$ cat config.mk
export PLATFORM = sky130hd
export DESIGN_NAME = multicycle_decoder
export DESIGN_NICKNAME = d
export VERILOG_FILES = /design/src/rtl/multicycle_decoder.sv
export SDC_FILE = /design/constraint.sdc
export NUM_CORES = 1
export LEC_CHECK = 0
export CORE_ASPECT_RATIO = 2
export CORE_MARGIN = 3
export CORE_UTILIZATION = 23
export CTS_CLUSTER_DIAMETER = 60
export DETAILED_ROUTE_END_ITERATION = 16
export PLACE_DENSITY = 0.63
export SYNTH_ARGS = -nofsm -noshare
export SYNTH_HDL_FRONTEND = slang
export SYNTH_SLANG_ARGS = --single-unit
$ cat constraint.sdc
create_clock -name clk -period 1.7 [get_ports clk]
set_clock_uncertainty 0.1 [all_clocks]
set_input_delay 0.17 -clock clk [delete_from_list [all_inputs] [get_ports clk]]
set_output_delay 0.17 -clock clk [all_outputs]
set_load 0.01 [all_outputs]
$ cat src/rtl/multicycle_decoder.sv
// multicycle_decoder: Moore FSM control unit for the multicycle ARM-subset datapath.
// Optional: define DECODER_EXT_OPS_EN to add EOR, MOV and CMP to the ALU decode.
module multicycle_decoder #(
    parameter int ALUCTRL_W  = 4,
    parameter int WAIT_LIMIT = 0
) (
    input  logic                 clk,
    input  logic                 reset,
    input  logic [1:0]           Op,
    input  logic [5:0]           Funct,
    input  logic [3:0]           Rd,
    input  logic                 CondEx,
    input  logic                 mem_ready,
    output logic                 PCWrite,
    output logic                 AdrSrc,
    output logic                 IRWrite,
    output logic                 MemW,
    output logic                 RegW,
    output logic [1:0]           ResultSrc,
    output logic                 ALUSrcA,
    output logic [1:0]           ALUSrcB,
    output logic [1:0]           ImmSrc,
    output logic [1:0]           RegSrc,
    output logic [ALUCTRL_W-1:0] ALUControl,
    output logic [1:0]           FlagW,
    output logic                 bus_err,
    output logic [3:0]           state_o
);

    typedef enum logic [3:0] {
        FETCH   = 4'd0,
        DECODE  = 4'd1,
        MEMADR  = 4'd2,
        MEMRD   = 4'd3,
        MEMWB   = 4'd4,
        MEMWR   = 4'd5,
        EXECR   = 4'd6,
        EXECI   = 4'd7,
        ALUWB   = 4'd8,
        BRANCH  = 4'd9,
        UNKNOWN = 4'd15
    } state_t;

    localparam int CW = (WAIT_LIMIT > 0) ? $clog2(WAIT_LIMIT + 1) : 1;
    localparam logic [CW-1:0] WAIT_MAX = CW'(WAIT_LIMIT);

    state_t        state;
    state_t        next;
    logic [CW-1:0] wait_cnt;
    logic          waiting;
    logic          timeout;
    logic          rd15;
    logic [2:0]    alu_ctl;
    logic [2:0]    alu_sel;
    logic          alu_ok;
    logic          alu_arith;
    logic          alu_cmp;
    logic [1:0]    flagw_alu;
    logic [1:0]    regsrc_op;
    logic [1:0]    immsrc_op;

    assign rd15    = (Rd == 4'd15);
    assign waiting = ((state == FETCH) || (state == MEMRD) ||
                      (state == MEMWR)) && !mem_ready;
    assign timeout = (WAIT_LIMIT > 0) && waiting && (wait_cnt == WAIT_MAX);

    always_ff @(posedge clk) begin
        if (reset) begin
            state    <= FETCH;
            wait_cnt <= '0;
        end else begin
            state <= next;
            if (waiting && !timeout) begin
                if (wait_cnt != '1)
                    wait_cnt <= wait_cnt + CW'(1);
            end else begin
                wait_cnt <= '0;
            end
        end
    end

    // Data-processing command decode; illegal commands send the FSM to UNKNOWN
    always_comb begin
        alu_ctl   = 3'd0;
        alu_ok    = 1'b1;
        alu_arith = 1'b0;
        alu_cmp   = 1'b0;
        case (Funct[4:1])
            4'b0100: begin alu_ctl = 3'd0; alu_arith = 1'b1; end
            4'b0010: begin alu_ctl = 3'd1; alu_arith = 1'b1; end
            4'b0000: alu_ctl = 3'd2;
            4'b1100: alu_ctl = 3'd3;
`ifdef DECODER_EXT_OPS_EN
            4'b0001: alu_ctl = 3'd4;
            4'b1101: alu_ctl = 3'd5;
            4'b1010: begin
                alu_ctl   = Funct[0] ? 3'd1 : 3'd0;
                alu_ok    = Funct[0];
                alu_arith = 1'b1;
                alu_cmp   = 1'b1;
            end
`endif
            default: alu_ok = 1'b0;
        endcase
    end

    assign flagw_alu = alu_ok ? {Funct[0] & CondEx, Funct[0] & CondEx & alu_arith}
                              : 2'b00;

    always_comb begin
        regsrc_op = 2'b00;
        immsrc_op = 2'b00;
        case (Op)
            2'b01: begin regsrc_op = {~Funct[0], 1'b0}; immsrc_op = 2'b01; end
            2'b10: begin regsrc_op = 2'b01; immsrc_op = 2'b10; end
            default: ;
        endcase
    end

    always_comb begin
        next = state;
        case (state)
            FETCH:   next = mem_ready ? DECODE : FETCH;
            DECODE: begin
                unique case (1'b1)
                    (Op == 2'b01):              next = MEMADR;
                    (Op == 2'b00) && Funct[5]:  next = EXECI;
                    (Op == 2'b00) && !Funct[5]: next = EXECR;
                    (Op == 2'b10):              next = BRANCH;
                    default:                    next = UNKNOWN;
                endcase
            end
            MEMADR:  next = Funct[0] ? MEMRD : MEMWR;
            MEMRD:   next = mem_ready ? MEMWB : MEMRD;
            MEMWR:   next = mem_ready ? FETCH : MEMWR;
            MEMWB:   next = FETCH;
            EXECR:   next = alu_ok ? ALUWB : UNKNOWN;
            EXECI:   next = alu_ok ? ALUWB : UNKNOWN;
            ALUWB:   next = FETCH;
            BRANCH:  next = FETCH;
            UNKNOWN: next = UNKNOWN;
            default: next = UNKNOWN;
        endcase
        // A stalled access is abandoned and the same PC refetched
        if (timeout)
            next = FETCH;
    end

    always_comb begin
        PCWrite   = 1'b0;
        AdrSrc    = 1'b0;
        IRWrite   = 1'b0;
        MemW      = 1'b0;
        RegW      = 1'b0;
        ResultSrc = 2'b00;
        ALUSrcA   = 1'b0;
        ALUSrcB   = 2'b00;
        ImmSrc    = 2'b00;
        RegSrc    = 2'b00;
        alu_sel   = 3'd0;
        FlagW     = 2'b00;
        case (state)
            FETCH: begin
                ALUSrcA   = 1'b1;
                ALUSrcB   = 2'b10;
                ResultSrc = 2'b10;
                IRWrite   = mem_ready;
                PCWrite   = mem_ready;
            end
            DECODE: begin
                ALUSrcA   = 1'b1;
                ALUSrcB   = 2'b10;
                ResultSrc = 2'b10;
                RegSrc    = regsrc_op;
                ImmSrc    = immsrc_op;
            end
            MEMADR: begin
                ALUSrcB = 2'b01;
                ImmSrc  = 2'b01;
                RegSrc  = regsrc_op;
            end
            MEMRD: AdrSrc = 1'b1;
            MEMWB: begin
                ResultSrc = 2'b01;
                RegW      = CondEx;
                PCWrite   = CondEx & rd15;
            end
            MEMWR: begin
                AdrSrc = 1'b1;
                RegSrc = regsrc_op;
                MemW   = CondEx & !timeout;
            end
            EXECR: begin
                alu_sel = alu_ctl;
                FlagW   = flagw_alu;
            end
            EXECI: begin
                ALUSrcB = 2'b01;
                alu_sel = alu_ctl;
                FlagW   = flagw_alu;
            end
            ALUWB: begin
                RegW    = CondEx & !alu_cmp;
                PCWrite = CondEx & !alu_cmp & rd15;
            end
            BRANCH: begin
                ALUSrcB   = 2'b01;
                ImmSrc    = 2'b10;
                RegSrc    = 2'b01;
                ResultSrc = 2'b10;
                PCWrite   = CondEx;
            end
            default: ;
        endcase
        if (reset) begin
            PCWrite = 1'b0;
            IRWrite = 1'b0;
            MemW    = 1'b0;
            RegW    = 1'b0;
            FlagW   = 2'b00;
        end
    end

    assign bus_err    = timeout & ~reset;
    assign ALUControl = {{(ALUCTRL_W-3){1'b0}}, alu_sel};
    assign state_o    = state;

endmodule
### Yosys cells after proc, flatten, opt, wreduce, memory -nomap -nowiden

Index checks and enable logic that the tools add are counted.

| storage, ports and cells | value |
|---|---|
| register bits after elaboration | 4 |
| input port bits | 16 |
| output and inout bits | 25 |
| logic and storage cells | 66 |

| operators by class | value |
|---|---|
| equal/unequal tests | 15 |
| multiplexer cells | 30 |
| bitwise logic cells | 4 |
| reduce and logical (&&, ||, !) cells | 16 |

Operators by type and width:

| kind | count |
|---|---|
| one-hot mux 4 bit (7 select lines) | 1 |
| == test 4 x 3 -> 1 bit, second input constant | 5 |
| one-hot mux 2 bit (2 select lines) | 5 |
| == test 4 bit, second input constant | 4 |
| one-hot mux 4 bit (4 select lines) | 1 |
| two-way mux 3 bit | 5 |
| == test 4 x 2 -> 1 bit, second input constant | 3 |
| two-way mux 1 bit | 12 |
| one-hot mux 2 bit (3 select lines) | 2 |
| OR reduction 3 bit | 4 |
| OR reduction 2 bit | 5 |
| logical NOT 4 bit | 2 |
| two-way mux 2 bit | 3 |
| == test 4 x 1 -> 1 bit, second input constant | 1 |
| OR reduction 4 bit | 1 |
| AND 1 bit | 3 |
| one-hot mux 1 bit (3 select lines) | 1 |
| == test 2 x 1 -> 1 bit, second input constant | 1 |
| == test 2 bit, second input constant | 1 |
| logical AND 1 bit | 2 |
| logical NOT 2 bit | 1 |
| logical NOT 1 bit | 1 |
| NOT 1 bit | 1 |

### Logic depth before layout (Yosys ltp)

| depth | value |
|---|---|
| word-level depth | 7 |
| mapped depth | 5 |
| mapped depth without buffers | 5 |

### Worst setup path after synthesis

No wires, ideal clock.

| timing path | value |
|---|---|
| path kind | register to output |
| start | reg state[3], in the netlist state_o[3] |
| end | out RegW |
| arrival | 1.512 ns |
| required time | 1.430 ns |
| slack | -0.082 ns |
| cell stages (with the launch flop) | 5 |
| path buffers | 2 |
| cells stage by stage | dfxtp_1 > buf_2 > buf_2 > nand2_1 > a2111oi_0 |

| on the way | value |
|---|---|
| word-level cells in the longest chain between the ends | 4 |
| elaborated cells between the ends (all ways) | 5 |

RTL lines:

| item | RTL line | source |
|---|---|---|
| from (decl) | 47 | `state_t state;` |
| from (signal assigned) | 72 | `state <= next;` |
| == test 4 x 3 -> 1 bit or == test 4 bit (tied branches) | 162 | `case (state)` |
| OR reduction 2 bit (no line) * | n/a |  |
| two-way mux 1 bit * | 162 |  |
| two-way mux 1 bit * | 215 | `if (reset) begin` |
| to (decl) | 18 | `output logic RegW,` |

Every way passes the cells marked *; elsewhere a longest branch is shown, timed or not.

### Worst setup path in the final report

| timing path | value |
|---|---|
| start | reg state[3], in the netlist state_o[3] |
| end | out FlagW[0] |

| on the way | value |
|---|---|
| word-level cells in the longest chain between the ends | 4 |
| elaborated cells between the ends (all ways) | 5 |

RTL lines:

| item | RTL line | source |
|---|---|---|
| == test 4 x 3 -> 1 bit | 162 |  |
| OR reduction 2 bit (no line) * | n/a |  |
| two-way mux 2 bit * | 162 |  |
| two-way mux 2 bit * | 215 |  |
| to (decl) | 25 | `output logic [1:0] FlagW,` |

Marks and branches as above.

==> results_dict.tcl <==
set metrics [dict create \
    cp_slowest_cell "dfxtp_4" \
    synth_seq_cells 4 \
    cap_violations 0 \
    syn_area_per_cell_sq_um 6.509 \
    htree_levels 1 \
    arrival_ns 1.43 \
    num_rows 26 \
    power.leakage_nw 0.5779 \
    grt_pass1_vias 1001 \
    largest_reg_flops 4 \
    gp_congestion 0.8375 \
    instances_no_fill 191 \
    total_power_mw 0.7819 \
    endpoint_kind "output port" \
    grt_pass1_wl_um 4209 \
    die-area_sq_um 3511 \
    fin_area_sq_um 1313 \
    p_comb_share_pct 58.7 \
    busiest_layer "met2" \
    worstSkewPairLatency_ns 0.21 \
    grt_usage_pct 15.03 \
    period_minus_slack_ns 1.696 \
    drc 0 \
    met2_usage_pct 31.01 \
    overflow 0 \
    num_vias 957 \
    period_share_pct 99.74 \
    internal_power_mw 0.5069 \
    async_flop_share_pct 0 \
    port_buffers 37 \
    core_sq_um 2603 \
    first_iter_violations 14 \
    rsz0062_at_grt "yes" \
    synth_cell_types 34 \
    ir_drop_mv 0.3236 \
    synth-edff-count 0 \
    ant_nets 0 \
    use_met3_pct 2.217 \
    clockBufferDepth 2 \
    diodes 0 \
    startpoint_type "flip-flop" \
    syn_area_sq_um 644.4 \
    crit_type "flip-flop to output port" \
    tritoncts "done" \
    dr.pass1.iters 4 \
    io_pins 41 \
    ys_seq_area_share_pct 12.43 \
    reg2reg_setup_slack_ns 0.13 \
    dp_hpwl_um 2030 \
    hold_violations 0 \
    syn_inst 99 \
    fmax_ghz 0.5898 \
    p_per_area_nw_per_um2 595.7 \
    hold_path_class "input pin to flip-flop" \
    die_x_um 43.43 \
    antenna_found_initial 0 \
    status "completed" \
    use_met1_pct 13.55 \
    p_sw_share_pct 35.17 \
    drive_gt1_share_pct 37.42 \
    initial_core_util_pct 24.76 \
    slew_violations 0 \
    setup_viol 0 \
    clkPwrFrac_pct 24.8 \
    synth-main-ff-cell "dfxtp_1" \
    clock_sinks 4 \
    grt_max_degree 17 \
    syn2layout_area_growth_pct 103.7 \
    wl_per_cell_um 13.32 \
    nets 185 \
    crit_chain "nor2b_4, nand3b_1, or3_4, nor3_2, buf_2" \
    die_y_um 80.86 \
    numCtsBuffers 3 \
    dpl_cell_area_sq_um 1232 \
    cts_root_buf "clkbuf_8" \
    p_switching_mw 0.2750 \
    path_clk_slew_ns 0.03 \
    cp_data_required_time_ns 1.43 \
    max_stage_delay_ns 0.37 \
    pwr-share-seq_pct 16.4 \
    dpl.cell_count 187 \
    yosys_warnings 0 \
    wl_um 2545 \
    worst-path-max-fanout 8 \
    viasPerCell 5.010 \
]
-- per-layer routing --
| metal | share of wire [%] | routed length (um) |
|---|---|---|
| met1 | 34 | 865 |
| met4 | 2.0 | 51 |
| met5 | 0 | 0 |
| met3 | 6.0 | 152 |
| met2 | 58 | 1476 |
-- cells in the mapped netlist (2+ instances only) --
master	count	area share, %
nor2b_1	3	2.9
a211oi_1	2	2.3
nor3_1	11	8.5
xnor2_1	2	2.7
nor2_1	14	8.2
nand2_1	6	3.5
dfxtp_1	4	12
nand3b_1	2	2.3
ha_1	4	7.8
a31oi_1	2	1.9
buf_2	5	3.9
nand2b_1	5	4.9
o21ai_0	5	3.9
inv_1	6	3.5
a21oi_1	7	5.4
buf_4	3	3.5
-- critical path, delay by kind of cell, from the launching register on --
| kind | cells | cell delay, ns |
|---|---|---|
| flip-flops | 1 | 0.37 |
| buffers and inverters | 1 | 0.15 |
| AND/OR/NAND/NOR | 4 | 0.70 |
-- cell usage in the layout (no fill, tap or decap), types with 2 or more instances in the layout --
| cell | instances |
|---|---|
| inv_1 | 5 |
| ha_1 | 3 |
| dfxtp_4 | 3 |
| clkdlybuf4s15_1 | 4 |
| o21ai_0 | 4 |
| nand2b_1 | 3 |
| nor2_1 | 13 |
| clkdlybuf4s50_1 | 17 |
| a211oi_1 | 2 |
| clkbuf_8 | 3 |
| buf_6 | 2 |
| xnor2_1 | 2 |
| clkbuf_2 | 3 |
| buf_4 | 29 |
| nor3_1 | 10 |
| nand3b_1 | 2 |
| a21oi_1 | 5 |
| nor2b_1 | 3 |
| nand2_1 | 6 |
| nand2b_4 | 2 |
| a21oi_2 | 2 |
| buf_2 | 5 |
| a31oi_1 | 2 |
| conb_1 | 3 |
| dlygate4sd2_1 | 7 |
-- worst paths after layout --
check,from,to,cells after the start
worst max-delay path,state_o[3],FlagW[0],5
worst min-delay path,Op[1],state_o[1],4
worst max register to register,state_o[1],state_o[1],5
worst min register to register,state_o[1],state_o[0],3
-- power by group through the flow --
stage          clock network (mW)  registers [mW]  logic (mW)
3_5_place_dp                    0           0.124       0.453
5_1_grt                     0.208           0.130       0.501
3_3_place_gp                    0           0.124       0.447
4_1_cts                     0.200           0.127       0.444
6_report                    0.194           0.128       0.459
2_1_floorplan                   0           0.121       0.197
-- timing repair --
action	in CTS	in global routing
hold buffers	0	0
setup endpoints to repair	20	14
resized for setup	52	19
pin swaps	1	3
buffers inserted	0	1
-- cell families after synthesis --
logic type / after synthesis / share of synthesized area, %
AO/OA/AOI/OAI: 24 / 24.08
XOR/XNOR: 2 / 2.719
adder cells (fa/ha/maj): 4 / 7.767
buffers and inverters: 15 / 11.45
flip-flops: 4 / 12.43
multiplexers: 1 / 1.553
other: 1 / 0.5820
AND/OR/NAND/NOR: 48 / 39.42
-- cell type report --
class / instances / area, sq um
fill: 284 / 1290
timing repair buffer: 68 / 563.0
sequential: 4 / 92.59
inverter: 6 / 22.52
multi-input combinational: 82 / 558.0
tap: 28 / 35.03
clock buffer: 3 / 41.29
-- through the flow --
stage	TNS (ns)	util, %	hold slack (ns)	setup slack, ns
global placement	-4.422	47.36	0.6602	-0.4137
detailed placement	-4.703	47.36	0.6669	-0.4384
global route	-0.1126	50.43	0.4434	-0.06455
floorplan	0	-	0.1394	0.03931
CTS	-0.01177	49.62	0.5536	-0.01177
finish	0	50.43	0.3977	0.004436
No activity file was read; power rests on OpenSTA's default activity.
